<file path="config.mk">
export PLATFORM = sky130hd
export DESIGN_NAME = rle_spi_fetch
export DESIGN_NICKNAME = d
export VERILOG_FILES = /design/src/rtl/rle_pkg.sv /design/src/rtl/rle_word_fifo.sv /design/src/rtl/rle_spi_fetch.sv
export SDC_FILE = /design/constraint.sdc
export NUM_CORES = 1
export LEC_CHECK = 0
export BUFFER_PORTS_ARGS = -buffer_cell sky130_fd_sc_hd__buf_2
export CORE_MARGIN = 1
export CORE_UTILIZATION = 61
export DETAILED_ROUTE_END_ITERATION = 10
export HOLD_SLACK_MARGIN = 0.06
export PLACE_DENSITY = 0.85
export SLEW_MARGIN = 20
export SYNTH_ARGS = -nofsm -noshare
export SYNTH_HDL_FRONTEND = slang
export SYNTH_SLANG_ARGS = --single-unit
</file>
<file path="constraint.sdc">
create_clock -name clk -period 4 [get_ports clk]
set_input_delay 0.6 -clock clk [delete_from_list [all_inputs] [get_ports clk]]
set_output_delay 0.6 -clock clk [all_outputs]
set_load 0.05 [all_outputs]
</file>
<file path="src/rtl/rle_pkg.sv">
// Shared constants and types for the RLE decoder's SPI flash front end.
package rle_pkg;

  localparam logic [7:0]  SPI_CMD_READ = 8'h03;
  localparam int unsigned ADDR_W       = 24;
  localparam int unsigned WORD_W       = 16;

  typedef enum logic [1:0] {IDLE, CMD, DATA, PAUSE} fetch_state_t;

endpackage

</file>
<file path="src/rtl/rle_word_fifo.sv">
// Small synchronous word FIFO with flush; read data reads as zero while empty.
module rle_word_fifo #(
  parameter int unsigned DEPTH = 2,
  parameter int unsigned WIDTH = 16
) (
  input  logic             clk,
  input  logic             rstn,
  input  logic             push,
  input  logic [WIDTH-1:0] wdata,
  input  logic             pop,
  input  logic             flush,
  output logic [WIDTH-1:0] rdata,
  output logic             full,
  output logic             empty
);

  localparam int unsigned AW = (DEPTH > 1) ? $clog2(DEPTH) : 1;

  logic [WIDTH-1:0] mem_q [DEPTH];
  logic [AW:0]      wr_q;
  logic [AW:0]      rd_q;
  logic             push_en;
  logic             pop_en;

  // Extra pointer bit tells a full FIFO apart from an empty one.
  assign full    = (wr_q[AW] != rd_q[AW]) && (wr_q[AW-1:0] == rd_q[AW-1:0]);
  assign empty   = (wr_q == rd_q);
  assign push_en = push && !full;
  assign pop_en  = pop && !empty;
  assign rdata   = empty ? '0 : mem_q[rd_q[AW-1:0]];

  always_ff @(posedge clk or negedge rstn) begin
    if (!rstn) begin
      wr_q <= '0;
      rd_q <= '0;
    end else if (flush) begin
      wr_q <= '0;
      rd_q <= '0;
    end else begin
      if (push_en) wr_q <= wr_q + (AW+1)'(1);
      if (pop_en)  rd_q <= rd_q + (AW+1)'(1);
    end
  end

  always_ff @(posedge clk) begin
    if (push_en) mem_q[wr_q[AW-1:0]] <= wdata;
  end

endmodule

</file>
<file path="src/rtl/rle_spi_fetch.sv">
// Streams 16-bit words from SPI flash (READ 0x03, SCK = clk/2) into a FIFO for the RLE
// decoder, and tracks the consumer's word address with save/load/clear support.
module rle_spi_fetch
  import rle_pkg::*;
#(
  parameter int unsigned       FIFO_DEPTH = 2,
  parameter logic [ADDR_W-1:0] START_ADDR = 24'h000000,
  parameter int unsigned       CS_GAP     = 2
) (
  input  logic              clk,
  input  logic              rstn,
  input  logic              read_next,
  input  logic              stop_data,
  output logic              data_ready,
  output logic [WORD_W-1:0] data,
  input  logic              save_addr,
  input  logic              load_addr,
  input  logic              clear_addr,
  output logic              spi_cs_n,
  output logic              spi_sck,
  output logic              spi_mosi,
  input  logic              spi_miso
);

  localparam int unsigned     GapW    = (CS_GAP > 0) ? $clog2(CS_GAP + 1) : 1;
  localparam logic [GapW-1:0] GapInit = GapW'(CS_GAP);

  fetch_state_t      state_q, state_d;
  logic [ADDR_W-1:0] addr_q, addr_d;
  logic [ADDR_W-1:0] saved_q, saved_d;
  logic [ADDR_W-1:0] addr_popped;
  logic [31:0]       shift_q, shift_d;
  logic [4:0]        bit_cnt_q, bit_cnt_d;
  logic [GapW-1:0]   gap_q, gap_d;
  logic              cs_n_q, cs_n_d;
  logic              sck_q, sck_d;
  logic              mosi_q, mosi_d;
  logic              push;
  logic              pop;
  logic              flush;
  logic              fifo_full;
  logic              fifo_empty;

  assign data_ready = !fifo_empty;
  assign pop        = read_next && data_ready;
  assign spi_cs_n   = cs_n_q;
  assign spi_sck    = sck_q;
  assign spi_mosi   = mosi_q;

  // A clear at the start address without a pop leaves the stream alone.
  assign flush = stop_data || load_addr || (clear_addr && ((addr_q != START_ADDR) || pop));

  assign addr_popped = pop ? addr_q + ADDR_W'(2) : addr_q;

  always_comb begin
    addr_d  = addr_popped;
    saved_d = save_addr ? addr_popped : saved_q;
    if (load_addr)  addr_d = saved_q;
    if (clear_addr) addr_d = START_ADDR;
  end

  always_comb begin
    state_d   = state_q;
    shift_d   = shift_q;
    bit_cnt_d = bit_cnt_q;
    gap_d     = gap_q;
    cs_n_d    = cs_n_q;
    sck_d     = sck_q;
    mosi_d    = mosi_q;
    push      = 1'b0;
    if (flush) begin
      state_d   = IDLE;
      bit_cnt_d = '0;
      gap_d     = GapInit;
      cs_n_d    = 1'b1;
      sck_d     = 1'b0;
      mosi_d    = 1'b0;
    end else begin
      unique case (state_q)
        IDLE: begin
          if (gap_q != '0) begin
            gap_d = gap_q - GapW'(1);
          end else begin
            state_d   = CMD;
            shift_d   = {SPI_CMD_READ, addr_q};
            mosi_d    = shift_d[31];
            bit_cnt_d = '0;
            cs_n_d    = 1'b0;
          end
        end
        CMD: begin
          if (!sck_q) begin
            sck_d = 1'b1;
          end else begin
            sck_d     = 1'b0;
            shift_d   = {shift_q[30:0], 1'b0};
            mosi_d    = shift_q[30];
            bit_cnt_d = bit_cnt_q + 5'd1;
            if (bit_cnt_q == 5'd31) begin
              state_d   = DATA;
              bit_cnt_d = '0;
              mosi_d    = 1'b0;
            end
          end
        end
        DATA: begin
          if (!sck_q) begin
            // Only stall on a word boundary, before its first rising edge.
            if (bit_cnt_q == 5'd0 && fifo_full) begin
              state_d = PAUSE;
            end else begin
              sck_d   = 1'b1;
              shift_d = {shift_q[30:0], spi_miso};
            end
          end else begin
            sck_d     = 1'b0;
            bit_cnt_d = bit_cnt_q + 5'd1;
            if (bit_cnt_q == 5'd15) begin
              push      = 1'b1;
              bit_cnt_d = '0;
            end
          end
        end
        PAUSE: begin
          if (!fifo_full) begin
            state_d = DATA;
            sck_d   = 1'b1;
            shift_d = {shift_q[30:0], spi_miso};
          end
        end
      endcase
    end
  end

  always_ff @(posedge clk or negedge rstn) begin
    if (!rstn) begin
      state_q   <= IDLE;
      addr_q    <= START_ADDR;
      saved_q   <= START_ADDR;
      shift_q   <= '0;
      bit_cnt_q <= '0;
      gap_q     <= GapInit;
      cs_n_q    <= 1'b1;
      sck_q     <= 1'b0;
      mosi_q    <= 1'b0;
    end else begin
      state_q   <= state_d;
      addr_q    <= addr_d;
      saved_q   <= saved_d;
      shift_q   <= shift_d;
      bit_cnt_q <= bit_cnt_d;
      gap_q     <= gap_d;
      cs_n_q    <= cs_n_d;
      sck_q     <= sck_d;
      mosi_q    <= mosi_d;
    end
  end

  rle_word_fifo #(
    .DEPTH(FIFO_DEPTH),
    .WIDTH(WORD_W)
  ) u_fifo (
    .clk  (clk),
    .rstn (rstn),
    .push (push),
    .wdata(shift_q[WORD_W-1:0]),
    .pop  (pop),
    .flush(flush),
    .rdata(data),
    .full (fifo_full),
    .empty(fifo_empty)
  );

endmodule
</file>
==> flow_summary_export.csv, run 1 <==
group,metric,value,unit
logic_synthesis,yosysUniqueCellTypes,58,
run_status,run_status,"finished, final reports clean",
clock_tree,tritoncts,"done",
grt,track_usage,25.8,%
floorplanning,core_area,0.00977,mm²
timing,max_freq,340,MHz
detailed_routing,drc,0,
setup_path,crit_chain,"xor2_1, nor2_2, nor2_1, buf_2",
timing,slew_headroom,34.4,%
logic_synthesis,synth.largest_area_cell,"dfrtp_1",
timing,period_needed,2.94,ns
detailed_routing,first_iter_violations,274,
logic_synthesis,syn-cell-area,0.00616,mm²
clock_tree,cts.path.max_buffers,2,
pwr,vdd_drop_max,0.293,mV
floorplanning,initial_core_util,63.1,%
placement,numPortBuffers,27,
logic_synthesis,synthCells,538,
grt,gr-total-overflow,0,
clock_tree,clkTransAtPathRegs,0.07,ns
setup_path,crit_path_end_kind,"output port",
grt,grt_max_degree,64,
final_layout,final_layout_size_suffix_gt1_share,18.9,%
setup_path,path_max_fanout,17,
logic_synthesis,yosysWarnings,0,
logic_synthesis,ys_ff_latch,127,
setup_path,reg2reg_slack,1.23,ns
detailed_routing,drt-wirelength-per-cell,17.3,µm
clock_tree,cts_buffers,17,
setup_path,cp_slowest_cell,"dfrtp_1",
floorplanning,dieWidth,103,µm
floorplanning,boundaryPins,28,
timing,fin_crit_sh,73.6,%
timing,finalSetupTns,0,ns
detailed_routing,drt_wl_total,12200,µm
setup_path,cp-start-kind,"register",
placement,place_congestion,0.843,
job,cap_viol_max_count,0,
detailed_routing,routed_via_density,6.00,
timing,worstMarginPinSlew,0.968,ns
logic_synthesis,ys_async_sr_fraction,74.8,%
setup_path,worstPathArrival,2.34,ns
floorplanning,dieHeight,103,µm
setup_path,r2r_start,"state_q[0]$_DFFE_PN0P_",
clock_tree,cts-root-buf,"clkbuf_8",
logic_synthesis,synth_most_common_cell,"dfrtp_1",
pwr,p_leak,3.02,nW
final_layout,final_nets,576,
floorplanning,dieArea,0.0105,mm²
logic_synthesis,synth_top_flop_cell,"dfrtp_1",
detailed_routing,drt-pass1-iter-count,7,
clock_tree,cts_resized,0,
setup_path,crit_required,3.40,ns
logic_synthesis,synth_top_area_share,37.8,%
logic_synthesis,ys_top_cells_by_count,"dfrtp_1, nor2_1, a21oi_1",
timing,hold_viol,0,
setup_path,r2r_end,"shift_q[20]$_DFFE_PN0P_",
timing,hold_ws,0.156,ns
clock_tree,clock_latency,0.53,ns
clock_tree,hold_buffers,0,
final_layout,syn2layout_area_growth,12.2,%
setup_path,worst-r2r-cell-count,8,
grt,grt_pass1_vias,4130,
final_layout,diodes,0,
clock_tree,clock_sinks,127,
setup_path,critPathMaxStageDelay,0.55,ns
timing,rsz0062_at_grt,"false",
floorplanning,rows,36,
timing,slew_viol_final,0,
clock_tree,post_cts.repair.setup_buffers,0,
detailed_routing,ant_nets,0,
setup_path,critical_path_class,"reg2out",
clock_tree,htree_levels,4,
logic_synthesis,yosysSeqAreaShare,54.2,%
timing,finClkSkew,0.00828,ns
grt,antenna_found_initial,0,
timing,setup_viol,0,
logic_synthesis,synth_nets,557,
logic_synthesis,netlist_top_cells_area,"dfrtp_1, edfxtp_1, mux2_4, nor2_1, mux2i_1",
placement,hpwl,7870,µm
detailed_routing,vias,4218,
final_layout,n_fill_cell,674,
logic_synthesis,synth-edff-count,32,
pwr,power_density,444,mW/mm²
grt,grt_pass1_wl,20000,µm
logic_synthesis,syn_avg_cell_area,11.5,µm²
worst_hold_path,hold_path_class,"in2async",
==> kinds of logic after synthesis <==
family	count (synthesis)	synth area share (%)
flip-flops	127	54.2
multiplexers	54	10.9
buffers and inverters	52	3.71
XOR/XNOR	31	4.83
adder cells (fa/ha/maj)	11	2.23
AND/OR/NAND/NOR	160	12.4
AO/OA/AOI/OAI	103	11.7
==> power by group <==
group / internal (mW) / switching (mW) / total [mW]
logic: 0.0805 / 0.0952 / 0.176
clock network: 0.794 / 0.653 / 1.45
registers: 1.39 / 0.0600 / 1.45
total: 2.27 / 0.808 / 3.07
==> registers in the layout, summed over array words and instances (netlist names) <==
register	flops
u_fifo.mem_q	32
shift_q	31
addr_q	24
saved_q	24
bit_cnt_q	5
gap_q	2
state_q	2
u_fifo.rd_q	2
u_fifo.wr_q	2
spi_cs_n	1
spi_mosi	1
spi_sck	1
==> metrics by stage <==
| step | cells | utilization (%) | power [mW] | setup WS (ns) | area [µm²] |
|---|---|---|---|---|---|
| 2_1_floorplan | 538 | - | 1.59 | 0.869 | 6160 |
| 3_3_place_gp | 671 | 65.1 | 1.64 | 1.38 | 6360 |
| 3_5_place_dp | 671 | 65.1 | 1.65 | 1.27 | 6360 |
| 4_1_cts | 703 | 70.8 | 3.10 | 0.778 | 6920 |
| 5_1_grt | 703 | 70.8 | 3.18 | 0.911 | 6920 |
| 6_report | 703 | 70.8 | 3.07 | 1.06 | 6920 |
==> cell usage in the layout, fill, tap and decap left out, types with 11 or more instances in the layout <==
cell type  count
a211oi_1      19
edfxtp_1      32
xor2_1        17
a21oi_1       34
mux2_4        25
xnor2_1       12
mux2i_1       23
buf_2         26
nor2_1        75
nand4_1       11
clkbuf_16     16
nand2_1       24
ha_1          11
dfrtp_1       93
a22o_1        23
inv_1         18
==> worst max-delay path by stage <==
stage	slack [ns]	to	start	cells past startpoint
detailed placement	1.27	shift_q[20]$_DFFE_PN0P_	state_q[0]$_DFFE_PN0P_	8
global placement	1.38	shift_q[13]$_DFFE_PN0P_	state_q[0]$_DFFE_PN0P_	8
finish	1.06	data[12]	u_fifo.wr_q[0]$_DFFE_PN0P_	4
floorplan	0.87	u_fifo.mem_q[0][0]$_DFFE_PP_	u_fifo.wr_q[0]$_DFFE_PN0P_	6
global route	0.91	data[12]	u_fifo.wr_q[0]$_DFFE_PN0P_	4
CTS	0.78	data[13]	u_fifo.wr_q[0]$_DFFE_PN0P_	4
==> worst max-delay path: cells and delay by family (launching register included) <==
kind / cells / cell delay, ns
DFF: 1 / 0.55
xor gates and xnor gates: 1 / 0.50
and+or+nand+nor: 2 / 0.47
buffers and inverters: 1 / 0.29
==> final cells by class <==
cell class	count	area (µm²)	share of cell area [%]
sequential	127	3340	48.3
multi-input combinational	359	2600	37.6
clock buffer	17	414	5.99
timing repair buffer	33	183	2.64
tap	133	166	2.41
clock inverter	15	140	2.03
inverter	19	71.3	1.03
==> routing by layer <==
metal  global-route usage, %  part of all wire [%]  up-vias
li1                        -                     -     1969
met3                    6.17                   4.6       19
met1                    34.0                    45     2100
met2                    41.7                    49      130
met5                       0                     0        -
met4                    10.1                   1.3        0
Power figures use the tool's default switching activity.
==> inputs of run 2 (changes only) <==
Settings changed: ABC_AREA set to 1, CORE_UTILIZATION 61 to 56, PLACE_DENSITY 0.85 to 0.82.
Clock period 4 ns to 2.67 ns, I/O delays scaled along.
==> flow_summary_export.csv, run 2 <==
group,metric,value,unit
run_status,run_status,"finished, final reports clean",
detailed_routing,routed_via_density,5.57,
timing,finClkSkew,0.0110,ns
setup_path,cp-start-kind,"register",
logic_synthesis,yosysSeqAreaShare,50.6,%
setup_path,worst-r2r-cell-count,9,
timing,setup_viol,0,
logic_synthesis,yosysWarnings,0,
floorplanning,initial_core_util,57.5,%
detailed_routing,drc,0,
job,cap_viol_max_count,0,
logic_synthesis,syn_avg_cell_area,8.10,µm²
logic_synthesis,yosysUniqueCellTypes,32,
clock_tree,hold_buffers,1,
grt,gr-total-overflow,0,
placement,dp_slack,0.431,ns
timing,slew_viol_final,0,
pwr,power_density,660,mW/mm²
setup_path,crit_path_end_kind,"output port",
final_layout,largest_reg_flops,32,
logic_synthesis,synthCells,814,
floorplanning,rows,39,
floorplanning,dieWidth,111,µm
floorplanning,dieArea,0.0122,mm²
grt,antenna_found_initial,0,
floorplanning,dieHeight,111,µm
setup_path,path_max_fanout,19,
floorplanning,core_area,0.0115,mm²
logic_synthesis,synth_top_area_share,35.3,%
timing,fin_crit_sh,88.8,%
grt,grt_pass1_vias,4977,
pwr,vdd_drop_max,0.717,mV
final_layout,final_nets,851,
pwr,p_leak,3.37,nW
floorplanning,boundaryPins,28,
detailed_routing,first_iter_violations,555,
logic_synthesis,ys_ff_latch,127,
clock_tree,cts_resized,0,
placement,place_congestion,0.947,
final_layout,stdcell_count,988,
final_layout,n_fill_cell,923,
timing,period_needed,2.37,ns
logic_synthesis,synth_top_flop_cell,"dfrtp_1",
logic_synthesis,synth_nets,833,
final_layout,final_common_cell,"nand2_1",
worst_hold_path,hold_path_class,"in2reg",
clock_tree,cts_buffers,17,
final_layout,layout_common_cells,"nand2_1, dfrtp_1, o21ai_0",
worst_hold_path,min_path_cells,4,
detailed_routing,drt_wl_total,14400,µm
timing,slew_headroom,56.2,%
grt,grt_max_degree,49,
detailed_routing,ant_nets,0,
final_layout,syn2layout_area_growth,12.7,%
detailed_routing,vias,5505,
setup_path,worstPathArrival,1.97,ns
logic_synthesis,ys_top_cells_by_count,"nand2_1, dfrtp_1, o21ai_0",
clock_tree,tritoncts,"done",
timing,max_freq,422,MHz
clock_tree,cts-root-buf,"clkbuf_16",
clock_tree,cts.path.max_buffers,2,
final_layout,multi_input_area,0.00281,mm²
clock_tree,htree_levels,4,
setup_path,critical_path_class,"reg2out",
timing,worstMarginPinSlew,0.657,ns
logic_synthesis,netlist_top_cells_area,"dfrtp_1, edfxtp_1, nand2_1, o21ai_0, nand4_1",
placement,hpwl,9600,µm
clock_tree,clock_latency,0.42,ns
grt,grt_pass1_wl,24500,µm
timing,setup_ws,0.299,ns
final_layout,ff_latch_area,0.00334,mm²
clock_tree,clkTransAtPathRegs,0.05,ns
final_layout,diodes,0,
setup_path,crit_required,2.27,ns
logic_synthesis,synth_most_common_cell,"nand2_1",
clock_tree,post_cts.repair.setup_buffers,0,
detailed_routing,drt-wirelength-per-cell,14.6,µm
timing,rsz0062_at_grt,"false",
logic_synthesis,synth-edff-count,32,
placement,place_inst,955,
final_layout,final_layout_size_suffix_gt1_share,9.23,%
logic_synthesis,syn-cell-area,0.00660,mm²
timing,hold_viol,0,
logic_synthesis,ys_async_sr_fraction,74.8,%
detailed_routing,drt-pass1-iter-count,5,
placement,numPortBuffers,27,
clock_tree,clock_sinks,127,
grt,track_usage,25.2,%
logic_synthesis,synth.largest_area_cell,"dfrtp_1",
==> run 2: cell types whose count changed after synthesis, sizes merged, moves of 22 or more <==
cell	delta
o21ai	+74
a22o	-23
mux2i	-22
nand2	+230
nand3	+38
nand4	+32
inv	+44
mux2	-31
==> run 2: path summary, 6_finish.rpt <==
kind | start | endpoint | slack [ns]
setup reg to reg | bit_cnt_q[0]$_DFFE_PN0P_ | u_fifo.mem_q[1][7]$_DFFE_PP_ | 0.41
hold reg to reg | shift_q[27]$_DFFE_PN0P_ | shift_q[27]$_DFFE_PN0P_ | 0.47
min in group asynchronous | rstn | saved_q[4]$_DFFE_PN0P_ | 0.51
setup / recovery | u_fifo.rd_q[0]$_DFFE_PN0P_ | data[3] | 0.30
max in group asynchronous | rstn | saved_q[13]$_DFFE_PN0P_ | 1.38
hold / removal | stop_data | bit_cnt_q[2]$_DFFE_PN0P_ | 0.37
==> run 2: per-layer routing <==
layer | global-route usage (%) | wire length (µm)
met5 | 0 | 0
met4 | 10.1 | 281
met3 | 5.27 | 635
met2 | 39.4 | 6710
met1 | 34.4 | 6810
==> run 2: layout make-up <==
cell class                      instances  area share, %
Clock buffer                           20           5.88
Clock inverter                         12           2.26
Inverter                               63           3.18
Multi-Input combinational cell        582           37.9
Sequential cell                       127           45.0
Tap cell                              143           2.41
Timing Repair Buffer                   41           3.47
==> run 2: logic make-up after synthesis <==
| group | count (synthesis) | synth area share [%] |
|---|---|---|
| AO/OA/AOI/OAI | 132 | 10.3 |
| multiplexers | 1 | 0.152 |
| buffers and inverters | 105 | 6.83 |
| XOR/XNOR | 23 | 3.05 |
| adder cells (fa/ha/maj) | 11 | 2.09 |
| AND/OR/NAND/NOR | 415 | 26.9 |
| flip-flops | 127 | 50.6 |
==> run 2: critical path: stages, from the launching register on <==
cell	delay [ns]
dfrtp_1	0.38
buf_4	0.25
clkinv_1	0.42
nand2_1	0.19
a21oi_1	0.08
buf_2	0.23
==> run 2: per-stage QoR <==
| stage | util, % | setup TNS (ns) | area, µm² | hold WS [ns] | power (mW) |
|---|---|---|---|---|---|
| after floorplan | - | -0.411 | 6600 | 0.105 | 2.44 |
| after global placement | 59.4 | 0 | 6820 | 0.421 | 2.55 |
| after detailed placement | 59.4 | 0 | 6820 | 0.421 | 2.56 |
| after CTS | 64.8 | 0 | 7430 | 0.350 | 4.93 |
| after global routing | 64.8 | 0 | 7430 | 0.381 | 5.08 |
| final | 64.8 | 0 | 7430 | 0.366 | 4.90 |
==> run 2: report_power, final <==
group / internal, mW / switching, mW / leakage (nW)
combinational: 0.100 / 0.231 / 1.51
sequential: 2.11 / 0.0953 / 1.57
clock: 1.55 / 0.814 / 0.293
